[src/rtl/sta_pkg.sv]
// Shared definitions for the systolic tensor array result drain.
// Holds the default element widths, the drain FSM state type and the
// INT8 saturation limits used by the requantizer.
package sta_pkg;

    localparam int QUANTIZED_WIDTH = 8;
    localparam int ACC_WIDTH       = 4 * QUANTIZED_WIDTH;

    typedef enum logic {
        IDLE  = 1'b0,
        DRAIN = 1'b1
    } drain_state_t;

    function automatic int sat_hi(input int qw);
        return (1 << (qw - 1)) - 1;
    endfunction

    function automatic int sat_lo(input int qw);
        return -(1 << (qw - 1));
    endfunction

    localparam int SAT_MAX = sat_hi(QUANTIZED_WIDTH);
    localparam int SAT_MIN = sat_lo(QUANTIZED_WIDTH);

endpackage

[src/rtl/sta_result_drain_if.sv]
// Output stream of the result drain: one requantized element per
// valid/ready transfer, tagged with its PE index and a last flag.
//   master : drain side (drives valid/data/idx/last, samples ready)
//   slave  : consumer side
interface sta_result_drain_if #(
    parameter int QUANTIZED_WIDTH = sta_pkg::QUANTIZED_WIDTH,
    parameter int IDX_WIDTH       = 2
);
    logic                              out_valid;
    logic                              out_ready;
    logic signed [QUANTIZED_WIDTH-1:0] out_data;
    logic        [IDX_WIDTH-1:0]       out_idx;
    logic                              out_last;

    modport master (
        output out_valid, out_data, out_idx, out_last,
        input  out_ready
    );

    modport slave (
        input  out_valid, out_data, out_idx, out_last,
        output out_ready
    );
endinterface

[src/rtl/sta_requant.sv]
// Combinational requantizer: signed accumulator -> signed QUANTIZED_WIDTH
// element using an arithmetic right shift with round-half-up and saturation.
//   acc_i   : signed accumulator value
//   shift_i : right-shift amount (0 = pass-through, no rounding)
//   q_o     : saturated result
module sta_requant
    import sta_pkg::*;
#(
    parameter int ACC_WIDTH       = sta_pkg::ACC_WIDTH,
    parameter int QUANTIZED_WIDTH = sta_pkg::QUANTIZED_WIDTH,
    parameter int SHIFT_WIDTH     = 5
) (
    input  logic        [ACC_WIDTH-1:0]       acc_i,
    input  logic        [SHIFT_WIDTH-1:0]     shift_i,
    output logic signed [QUANTIZED_WIDTH-1:0] q_o
);
    // One guard bit so that +max plus the rounding constant cannot wrap.
    localparam int EXT_W = ACC_WIDTH + 1;
    localparam logic signed [EXT_W-1:0] HI = EXT_W'(sat_hi(QUANTIZED_WIDTH));
    localparam logic signed [EXT_W-1:0] LO = EXT_W'(sat_lo(QUANTIZED_WIDTH));

    logic signed [EXT_W-1:0] ext;
    logic signed [EXT_W-1:0] rnd;
    logic signed [EXT_W-1:0] sum;
    logic signed [EXT_W-1:0] shr;

    always_comb begin
        ext = $signed({acc_i[ACC_WIDTH-1], acc_i});
        rnd = '0;
        if (shift_i != '0) begin
            rnd = EXT_W'(1) << (shift_i - SHIFT_WIDTH'(1));
        end
        sum = ext + rnd;
        shr = sum >>> shift_i;
        if (shr > HI) begin
            q_o = HI[QUANTIZED_WIDTH-1:0];
        end else if (shr < LO) begin
            q_o = LO[QUANTIZED_WIDTH-1:0];
        end else begin
            q_o = shr[QUANTIZED_WIDTH-1:0];
        end
    end
endmodule

[src/rtl/sta_result_drain.sv]
// Result drain behind the PE row: captures all NUM_PE accumulators on
// tile_done_i, then streams requantized elements out over out_if.
//   clk_i, reset_n_i : clock, async active-low reset
//   tile_done_i      : pulse, acc_i/shift_i hold a finished tile
//   acc_i, shift_i   : PE results and requant shift
//   busy_o           : a tile is held/draining
//   overrun_o        : pulse, a tile_done_i was dropped
//   out_if           : element stream (master)
//
// state | meaning
// IDLE  | no tile held, out_valid low, waiting for tile_done_i
// DRAIN | tile held, element idx_q presented; a final transfer may
//       | coincide with a new tile_done_i and restart at idx 0
module sta_result_drain
    import sta_pkg::*;
#(
    parameter int NUM_PE          = 4,
    parameter int QUANTIZED_WIDTH = sta_pkg::QUANTIZED_WIDTH,
    parameter int ACC_WIDTH       = 4 * QUANTIZED_WIDTH,
    parameter int SHIFT_WIDTH     = $clog2(ACC_WIDTH),
    parameter int IDX_WIDTH       = $clog2(NUM_PE)
) (
    input  logic                                 clk_i,
    input  logic                                 reset_n_i,
    input  logic                                 tile_done_i,
    input  logic [NUM_PE-1:0][ACC_WIDTH-1:0]     acc_i,
    input  logic [SHIFT_WIDTH-1:0]               shift_i,
    output logic                                 busy_o,
    output logic                                 overrun_o,
    sta_result_drain_if.master                   out_if
);
    localparam logic [IDX_WIDTH-1:0] LAST_IDX = IDX_WIDTH'(NUM_PE - 1);

    drain_state_t                         state_q, state_d;
    logic [NUM_PE-1:0][ACC_WIDTH-1:0]     buf_q;
    logic [SHIFT_WIDTH-1:0]               shift_q;
    logic [IDX_WIDTH-1:0]                 idx_q, idx_d, idx_nxt;
    logic                                 valid_q, valid_d;
    logic                                 last_q, last_d;
    logic signed [QUANTIZED_WIDTH-1:0]    data_q, data_d;
    logic                                 overrun_q, overrun_d;

    logic                                 xfer, final_xfer, capture;
    logic [ACC_WIDTH-1:0]                 rq_acc;
    logic [SHIFT_WIDTH-1:0]               rq_shift;
    logic signed [QUANTIZED_WIDTH-1:0]    rq_q;

    assign xfer       = valid_q && out_if.out_ready;
    assign final_xfer = xfer && (idx_q == LAST_IDX);
    assign capture    = tile_done_i && ((state_q == IDLE) || final_xfer);
    assign idx_nxt    = (idx_q == LAST_IDX) ? '0 : idx_q + IDX_WIDTH'(1);

    // A new tile's first element comes straight from acc_i so that it is
    // valid the cycle after capture; otherwise requantize the next buffered one.
    assign rq_acc   = capture ? acc_i[0] : buf_q[idx_nxt];
    assign rq_shift = capture ? shift_i  : shift_q;

    sta_requant #(
        .ACC_WIDTH       (ACC_WIDTH),
        .QUANTIZED_WIDTH (QUANTIZED_WIDTH),
        .SHIFT_WIDTH     (SHIFT_WIDTH)
    ) u_requant (
        .acc_i   (rq_acc),
        .shift_i (rq_shift),
        .q_o     (rq_q)
    );

    always_comb begin
        state_d   = state_q;
        idx_d     = idx_q;
        valid_d   = valid_q;
        data_d    = data_q;
        last_d    = last_q;
        overrun_d = 1'b0;
        if (capture) begin
            state_d = DRAIN;
            idx_d   = '0;
            valid_d = 1'b1;
            data_d  = rq_q;
            last_d  = 1'b0;
        end else begin
            case (state_q)
                IDLE: ;
                DRAIN: begin
                    overrun_d = tile_done_i;
                    if (final_xfer) begin
                        state_d = IDLE;
                        valid_d = 1'b0;
                        last_d  = 1'b0;
                    end else if (xfer) begin
                        idx_d  = idx_nxt;
                        data_d = rq_q;
                        last_d = (idx_nxt == LAST_IDX);
                    end
                end
                default: state_d = IDLE;
            endcase
        end
    end

    always_ff @(posedge clk_i or negedge reset_n_i) begin
        if (!reset_n_i) begin
            state_q   <= IDLE;
            buf_q     <= '0;
            shift_q   <= '0;
            idx_q     <= '0;
            valid_q   <= 1'b0;
            data_q    <= '0;
            last_q    <= 1'b0;
            overrun_q <= 1'b0;
        end else begin
            state_q   <= state_d;
            idx_q     <= idx_d;
            valid_q   <= valid_d;
            data_q    <= data_d;
            last_q    <= last_d;
            overrun_q <= overrun_d;
            if (capture) begin
                buf_q   <= acc_i;
                shift_q <= shift_i;
            end
        end
    end

    assign busy_o           = (state_q == DRAIN);
    assign overrun_o        = overrun_q;
    assign out_if.out_valid = valid_q;
    assign out_if.out_data  = data_q;
    assign out_if.out_idx   = idx_q;
    assign out_if.out_last  = last_q;
endmodule

[src/flat_wrapper.sv]
// flat-port wrapper written by rule: the top's interface ports become plain ports
module sta_result_drain_flat import sta_pkg::*;
#(
    parameter int NUM_PE          = 4,
    parameter int QUANTIZED_WIDTH = sta_pkg::QUANTIZED_WIDTH,
    parameter int ACC_WIDTH       = 4 * QUANTIZED_WIDTH,
    parameter int SHIFT_WIDTH     = $clog2(ACC_WIDTH),
    parameter int IDX_WIDTH       = $clog2(NUM_PE)
)
  (clk_i, reset_n_i, tile_done_i, acc_i, shift_i, busy_o, overrun_o, out_if_out_valid, out_if_out_data, out_if_out_idx, out_if_out_last, out_if_out_ready);
  sta_result_drain_if #(.QUANTIZED_WIDTH(QUANTIZED_WIDTH), .IDX_WIDTH(IDX_WIDTH)) out_if_i ();
  input  logic clk_i;
  input  logic reset_n_i;
  input  logic tile_done_i;
  input  logic [NUM_PE-1:0][ACC_WIDTH-1:0] acc_i;
  input  logic [SHIFT_WIDTH-1:0] shift_i;
  output logic busy_o;
  output logic overrun_o;
  output wire logic [$bits(out_if_i.out_valid)-1:0] out_if_out_valid;
  output wire logic [$bits(out_if_i.out_data)-1:0] out_if_out_data;
  output wire logic [$bits(out_if_i.out_idx)-1:0] out_if_out_idx;
  output wire logic [$bits(out_if_i.out_last)-1:0] out_if_out_last;
  input wire logic [$bits(out_if_i.out_ready)-1:0] out_if_out_ready;
  assign out_if_out_valid = out_if_i.out_valid;
  assign out_if_out_data = out_if_i.out_data;
  assign out_if_out_idx = out_if_i.out_idx;
  assign out_if_out_last = out_if_i.out_last;
  assign out_if_i.out_ready = out_if_out_ready;
  sta_result_drain #(.NUM_PE(NUM_PE), .QUANTIZED_WIDTH(QUANTIZED_WIDTH), .ACC_WIDTH(ACC_WIDTH), .SHIFT_WIDTH(SHIFT_WIDTH), .IDX_WIDTH(IDX_WIDTH)) u_core (.clk_i(clk_i), .reset_n_i(reset_n_i), .tile_done_i(tile_done_i), .acc_i(acc_i), .shift_i(shift_i), .busy_o(busy_o), .overrun_o(overrun_o), .out_if(out_if_i));
endmodule
[config.mk]
export PLATFORM = sky130hd
export DESIGN_NAME = sta_result_drain_flat
export DESIGN_NICKNAME = d
export VERILOG_FILES = /design/src/rtl/sta_pkg.sv /design/src/rtl/sta_result_drain_if.sv /design/src/rtl/sta_requant.sv /design/src/rtl/sta_result_drain.sv /design/src/flat_wrapper.sv
export SDC_FILE = /design/constraint.sdc
export NUM_CORES = 1
export LEC_CHECK = 0
export CORE_ASPECT_RATIO = 0.8
export CORE_MARGIN = 10
export CORE_UTILIZATION = 57
export CTS_CLUSTER_DIAMETER = 100
export CTS_CLUSTER_SIZE = 30
export DETAILED_ROUTE_END_ITERATION = 7
export GPL_ROUTABILITY_DRIVEN = 0
export GPL_TIMING_DRIVEN = 1
export PLACE_DENSITY_LB_ADDON = 0.25
export SYNTH_ARGS = -nofsm -noshare
export SYNTH_HDL_FRONTEND = slang
export SYNTH_SLANG_ARGS = --single-unit
[constraint.sdc]
create_clock -name clk_i -period 12.1 [get_ports clk_i]
set_input_delay 1.815 -clock clk_i [delete_from_list [all_inputs] [get_ports clk_i]]
set_output_delay 1.815 -clock clk_i [all_outputs]
set_load 0.01 [all_outputs]
# Yosys cells after proc, flatten, opt, wreduce, memory -nomap -nowiden
# Cells that the tools add are included.
dict set report word_totals {
  register_bits 147
  out_inout_bits 14
  wordCells 63
}
dict set report op_classes {
  n_addsub 3
  order_cmp 3
  n_eq_ne 3
  shift 2
  n_mux 28
  bitwise 1
  reduce_logical 12
}
# op n
set op_table {}
lappend op_table {{$bmux 32 s2} 1}
lappend op_table {{$mux 32} 2}
lappend op_table {{$mux 8} 6}
lappend op_table {{$add 32x33->33} 1}
lappend op_table {{$gt 33x8->1 const B} 1}
lappend op_table {{$lt 33x8->1 const B} 1}
lappend op_table {{$mux 33} 1}
lappend op_table {{$shl 1x5->33 const A} 1}
lappend op_table {{$sshr 33x5->33} 1}
lappend op_table {{$mux 1} 12}
lappend op_table {{$mux 2} 5}
lappend op_table {{$reduce_bool 2->1} 3}
lappend op_table {{$mux 5} 1}
lappend op_table {{$reduce_bool 5->1} 1}
lappend op_table {{$sub 5x1->5 const B} 1}
lappend op_table {{$eq 2x2->1 const B} 2}
lappend op_table {{$reduce_and 2->1} 2}
lappend op_table {{$logic_and 1x1->1} 3}
lappend op_table {{$lt 2x3->1 const B} 1}
lappend op_table {{$reduce_and 3->1} 1}
lappend op_table {{$reduce_bool 3->1} 1}
lappend op_table {{$add 2x1->2 const B} 1}
lappend op_table {{$ne 2x2->1 const B} 1}
lappend op_table {{$logic_or 1x1->1} 1}
lappend op_table {{$not 1->1} 1}

# Longest topological paths before layout
dict set report logic_depth {
  ltp_word 17
  ltp_mapped 28
  mapped_depth_nobuf 22
}

# Modules after synthesis
# Synthesis repeated with hierarchy kept, for this count alone.
dict set report hier_totals {
  cells_unflattened 1230
  hier_area_um2 12075.3
}
# module instances cells_each area_per_inst_um2 seq_area_each_um2
set by_module_without_submodules {}
lappend by_module_without_submodules {sta_result_drain 1 406 6909.1 3678.5}
lappend by_module_without_submodules {sta_requant 1 824 5166.2 0.0}

# Least setup slack after synthesis
# OpenSTA, ideal clock, no wires.
dict set report synth_timing {
  path_type {input to register}
  start {input tile_done_i}
  end {register u_core.data_q[6], in the netlist u_core.out_if.out_data[6]}
  t_arrival_ns 7.453
  setup_slack_ns 4.563
  path_stages 26
  path_buffers 5
  path_cell_list {inv_1 > a21o_1 > buf_6 > clkbuf_1 > mux2i_1 > clkbuf_1 > clkbuf_1 > buf_1 > nand2_1 > nor2_1 > ha_1 > inv_1 > fa_1 > nand2b_1 > a211o_1 > a21oi_2 > nor2_1 > and4_1 > or4b_1 > o31a_1 > or2_1 > a221oi_2 > nand2_1 > o41ai_2 > a41oi_2 > o22ai_1}
}
dict set report synth_via {
  elab_chain_cells 14
}
# element line
set synth_rtl {}
lappend synth_rtl {{start, declared} flat_wrapper.sv:14} ;# input logic tile_done_i;
lappend synth_rtl {{$logic_and 1x1->1 *} sta_result_drain.sv:50} ;# assign capture = tile_done_i && ((state_q == IDLE) || final_xfer);
lappend synth_rtl {{$mux 5} n/a}
lappend synth_rtl {{$sub 5x1->5} sta_requant.sv:31} ;# rnd = EXT_W'(1) << (shift_i - SHIFT_WIDTH'(1));
lappend synth_rtl {{$shl 1x5->33} sta_requant.sv:31}
lappend synth_rtl {{$mux 33} sta_requant.sv:30} ;# if (shift_i != '0) begin
lappend synth_rtl {{$add 32x33->33} sta_requant.sv:33} ;# sum = ext + rnd;
lappend synth_rtl {{$sshr 33x5->33} sta_requant.sv:34} ;# shr = sum >>> shift_i;
lappend synth_rtl {{$lt 33x8->1} sta_requant.sv:37} ;# end else if (shr < LO) begin
lappend synth_rtl {{$mux 8} sta_requant.sv:37}
lappend synth_rtl {{$mux 8} sta_requant.sv:35} ;# if (shr > HI) begin
lappend synth_rtl {{$mux 8} sta_result_drain.sv:90} ;# end else if (xfer) begin
lappend synth_rtl {{$mux 8} sta_result_drain.sv:86} ;# if (final_xfer) begin
lappend synth_rtl {{$mux 8} sta_result_drain.sv:82} ;# case (state_q)
lappend synth_rtl {{$mux 8} sta_result_drain.sv:75} ;# if (capture) begin
lappend synth_rtl {{end signal, assigned} sta_result_drain.sv:115} ;# data_q <= data_d;
lappend synth_rtl {{end, declared} sta_result_drain.sv:40} ;# logic signed [QUANTIZED_WIDTH-1:0] data_q, data_d;
# Mark *: on every way between the ends. The rest lies on a longest branch, timed or not. The select of a mux whose other input is x is not followed.
# A chain may end at the register's enable or synchronous reset.

# Final worst setup path
dict set report layout_timing {
  start {input tile_done_i}
  end {register u_core.data_q[2], in the netlist u_core.out_if.out_data[2]}
}
# Same word-level chain as after synthesis.

==> metrics.yaml <==
min_period_over_period: 0.7594
path_cells: "clkdlybuf4s50_1 > inv_1 > a21o_4 > mux2i_4 > buf_4 > inv_2 > nor2_1 > nand3_1 > fa_1 > nand2b_1 > a21oi_1 > o211ai_2 > a21o_1 > a21boi_0 > o211ai_2 > a222oi_1 > nor2_1 > a31oi_1 > nand3_1 > nor4b_2 > a41oi_2 > o22ai_1"
cts_tree: "yes"
synth_edf_count: 0
syn_area_um2: 11430
start_util: 0.5790
syn2layout_area_growth_pct: 19.67
r2r_end: "u_core.out_if.out_data[2]"
drt_iter0_drc: 1849
yosysSeqAreaShare: 0.3218
grt_overflow_total: 0
regToRegSetupSlack_ns: 4.02
swShare: 0.5256
wl_mm: 36.73
cts.sinks: 147
io_pins: 151
cts_made_buffers: 17
fp.dieW_um: 178.3
crit_path_end_kind: "flop"
drv_cap: 0
crit_path_start_kind: "input pin"
place_ws_ns: 2.776
reg2reg_depth: 22
powerDensity_nw_per_um2: 348.5
grt_max_degree: 96
worstPathRequired_ns: 12.46
crit_fanout: 74
crit_type: "input pin to flop"
hpwl_mm: 26.32
max_freq_mhz: 108.8
ctsHoldBuffers: 0
routed_via_density: 6.428
cp.buffers_inverters: 4
ys_async_sr_fraction: 1.000
pwr-share-seq: 0.176
power_frac_comb: 0.710
port_buffers: 150
first_pass_iters: 6
cts_root_buf: "clkbuf_16"
avgSynthCellArea_um2: 7.776
synth_fp_nets: 1642
fin_tns_setup_ns: 0
clock_latency_ns: 0.44
ys.warnings.count: 0
crit_arrival_ns: 9.55
ir_worst_vdd_mv: 0.2141
rows: 46
drtAntennaViolNets: 0
die_y_um: 146.7
rsz0062_at_grt: "no"
slew_headroom: 0.3590
dominantRegCellSynth: "dfrtp_1"
dieArea_um2: 26150
drc: 0
finalMaxSlewViolations: 0
cts_repair_resize_count: 0
fill_cells: 1593
min_path_cells: 2
ys_ff_latch: 147
finalCriticalPeriod_ns: 9.189
max_stage_delay_ns: 0.87
r2r_start: "u_core.out_if.out_idx[0]"
post_cts_buffers: 0
fin_skew_ns: 0.02190
clk_pin_slew_worst_paths_ns: 0.08
holdPathEnd: "u_core.buf_q[29]"
coreArea_um2: 19740
via_count: 11820
status: "finished, final reports clean"
switchingPower_mw: 2.506
hold_start: "u_core.buf_q[29]"
p_leak_nw: 6.277
synth.area.top_cells: "dfrtp_1 32%, nand2_1 18%, mux4_2 6.3%"
finalNetCount: 1733
synth_top_cell_area_share: 0.3218
worst_pin_slew_ns: 0.9580
synth_area_leader_cell: "dfrtp_1"
avgRoutedWirePerCell_um: 19.97
antenna_found_initial: 2
slowest_stage: "a222oi_1"
grt_pass1_vias: 11560
grt_pass1_wl_mm: 60.14
power.clock.fraction: 0.115
path_delay_family: "compound AO/OA/AOI/OAI gates"
syn_inst: 1470
synth.distinct_cells: 95
layout_commonest_cell: "nand2_1"
finalHoldViolations: 0
layout-drive-gt1-share: 0.08386
setup_viol_count_final: 0
h-tree-depth: 4
internal-power_mw: 2.261
final_cell_mix: "533 x nand2_1, 149 x clkdlybuf4s50_1, 147 x dfrtp_1"
hp-class: "flop to flop"
track_usage: 0.2793
clock_path_buffers: 2
setup_ws_ns: 2.911
-- worst max path at each step --
stage / endpoint / startpoint / slack (ns) / cells after the start
2_1_floorplan: u_core.out_if.out_data[6] / tile_done_i / 4.56 / 26
3_3_place_gp: u_core.out_if.out_data[3] / tile_done_i / 3.17 / 23
3_5_place_dp: u_core.out_if.out_data[2] / tile_done_i / 2.78 / 22
4_1_cts: u_core.out_if.out_data[2] / tile_done_i / 3.24 / 22
5_1_grt: u_core.out_if.out_data[2] / tile_done_i / 2.56 / 22
6_report: u_core.out_if.out_data[2] / tile_done_i / 2.91 / 22
-- Yosys cell counts (7+ instances only) --
cell type,instances
xor2_1,11
nand4_1,17
a21oi_1,62
and2_1,11
nand2_1,533
o211ai_1,15
o21a_1,10
a221oi_1,12
dfrtp_1,147
o31ai_1,7
o22ai_1,16
a21o_1,15
and4_1,9
nor3_1,39
inv_1,17
or3_1,11
mux4_2,32
buf_2,15
nor2_1,78
mux2i_1,32
a211oi_1,26
o221ai_1,11
o21ai_0,40
buf_1,11
clkbuf_1,68
xnor2_1,9
ha_1,34
nand3_1,16
a22oi_1,9
and3_1,14
-- through the flow --
| step | total power, mW | instance area, µm² | utilization | hold WS [ns] | cells |
|---|---|---|---|---|---|
| floorplan | 3.258 | 11430 | - | 0.4403 | 1470 |
| global placement | 4.006 | 13060 | 0.6614 | 0.4523 | 1806 |
| finish | 4.767 | 13680 | 0.6929 | 0.4725 | 1839 |
| CTS | 4.641 | 13680 | 0.6928 | 0.4734 | 1838 |
| global route | 5.092 | 13680 | 0.6929 | 0.4823 | 1839 |
| detailed placement | 4.061 | 13060 | 0.6614 | 0.4568 | 1806 |
-- worst min-delay path: cells and delay by family (launching register included) --
family,cells,cell delay [ns]
simple gates,2,0.11
flops,1,0.34
-- sequential cells by signal (all words and copies together), names as in the netlist --
register,flops
u_core.buf_q,128
u_core.out_if.out_data,8
u_core.shift_q,5
u_core.out_if.out_idx,2
u_core.busy_o,1
u_core.out_if.out_last,1
u_core.out_if.out_valid,1
u_core.overrun_o,1
-- power by group through the flow --
stage / Clock, mW / Combinational (mW) / Sequential (mW)
finish: 0.547 / 3.38 / 0.837
CTS: 0.554 / 3.25 / 0.834
detailed placement: 0 / 3.22 / 0.839
floorplan: 0 / 2.45 / 0.805
global route: 0.573 / 3.66 / 0.863
global placement: 0 / 3.18 / 0.829
-- kinds of logic (layout without fill, tap and decap cells) --
| logic type | Yosys count | count (layout) | share of synthesized area |
|---|---|---|---|
| AO/OA/AOI/OAI | 308 | 308 | 0.1933 |
| XOR/XNOR | 20 | 20 | 0.01532 |
| adder cells (fa/ha/maj) | 35 | 35 | 0.03897 |
| buffers and inverters | 117 | 221 | 0.04148 |
| flip-flops | 147 | 147 | 0.3218 |
| multiplexers | 72 | 72 | 0.1004 |
| other | 1 | 2 | 0.0003281 |
| AND/OR/NAND/NOR | 770 | 770 | 0.2884 |
-- area by class of cell --
cell class	instances	area [µm²]	area share
clock buffers	18	439.2	0.03210
diodes	1	2.502	0.0001829
repair buffers	169	1645	0.1203
multi-input cells	1206	7328	0.5357
inverters	20	75.07	0.005488
flip-flops and latches	147	3679	0.2689
well taps	264	330.3	0.02415
clock inverters	14	180.2	0.01317
-- routing by layer --
metal,global-route usage,up-vias,wire (µm)
met5,0,-,0
met4,0.08130,0,905
met3,0.07423,106,4199
met2,0.4290,728,16550
met1,0.3779,5573,15070
li1,-,5415,-
No activity file was read; power rests on OpenSTA's default activity.
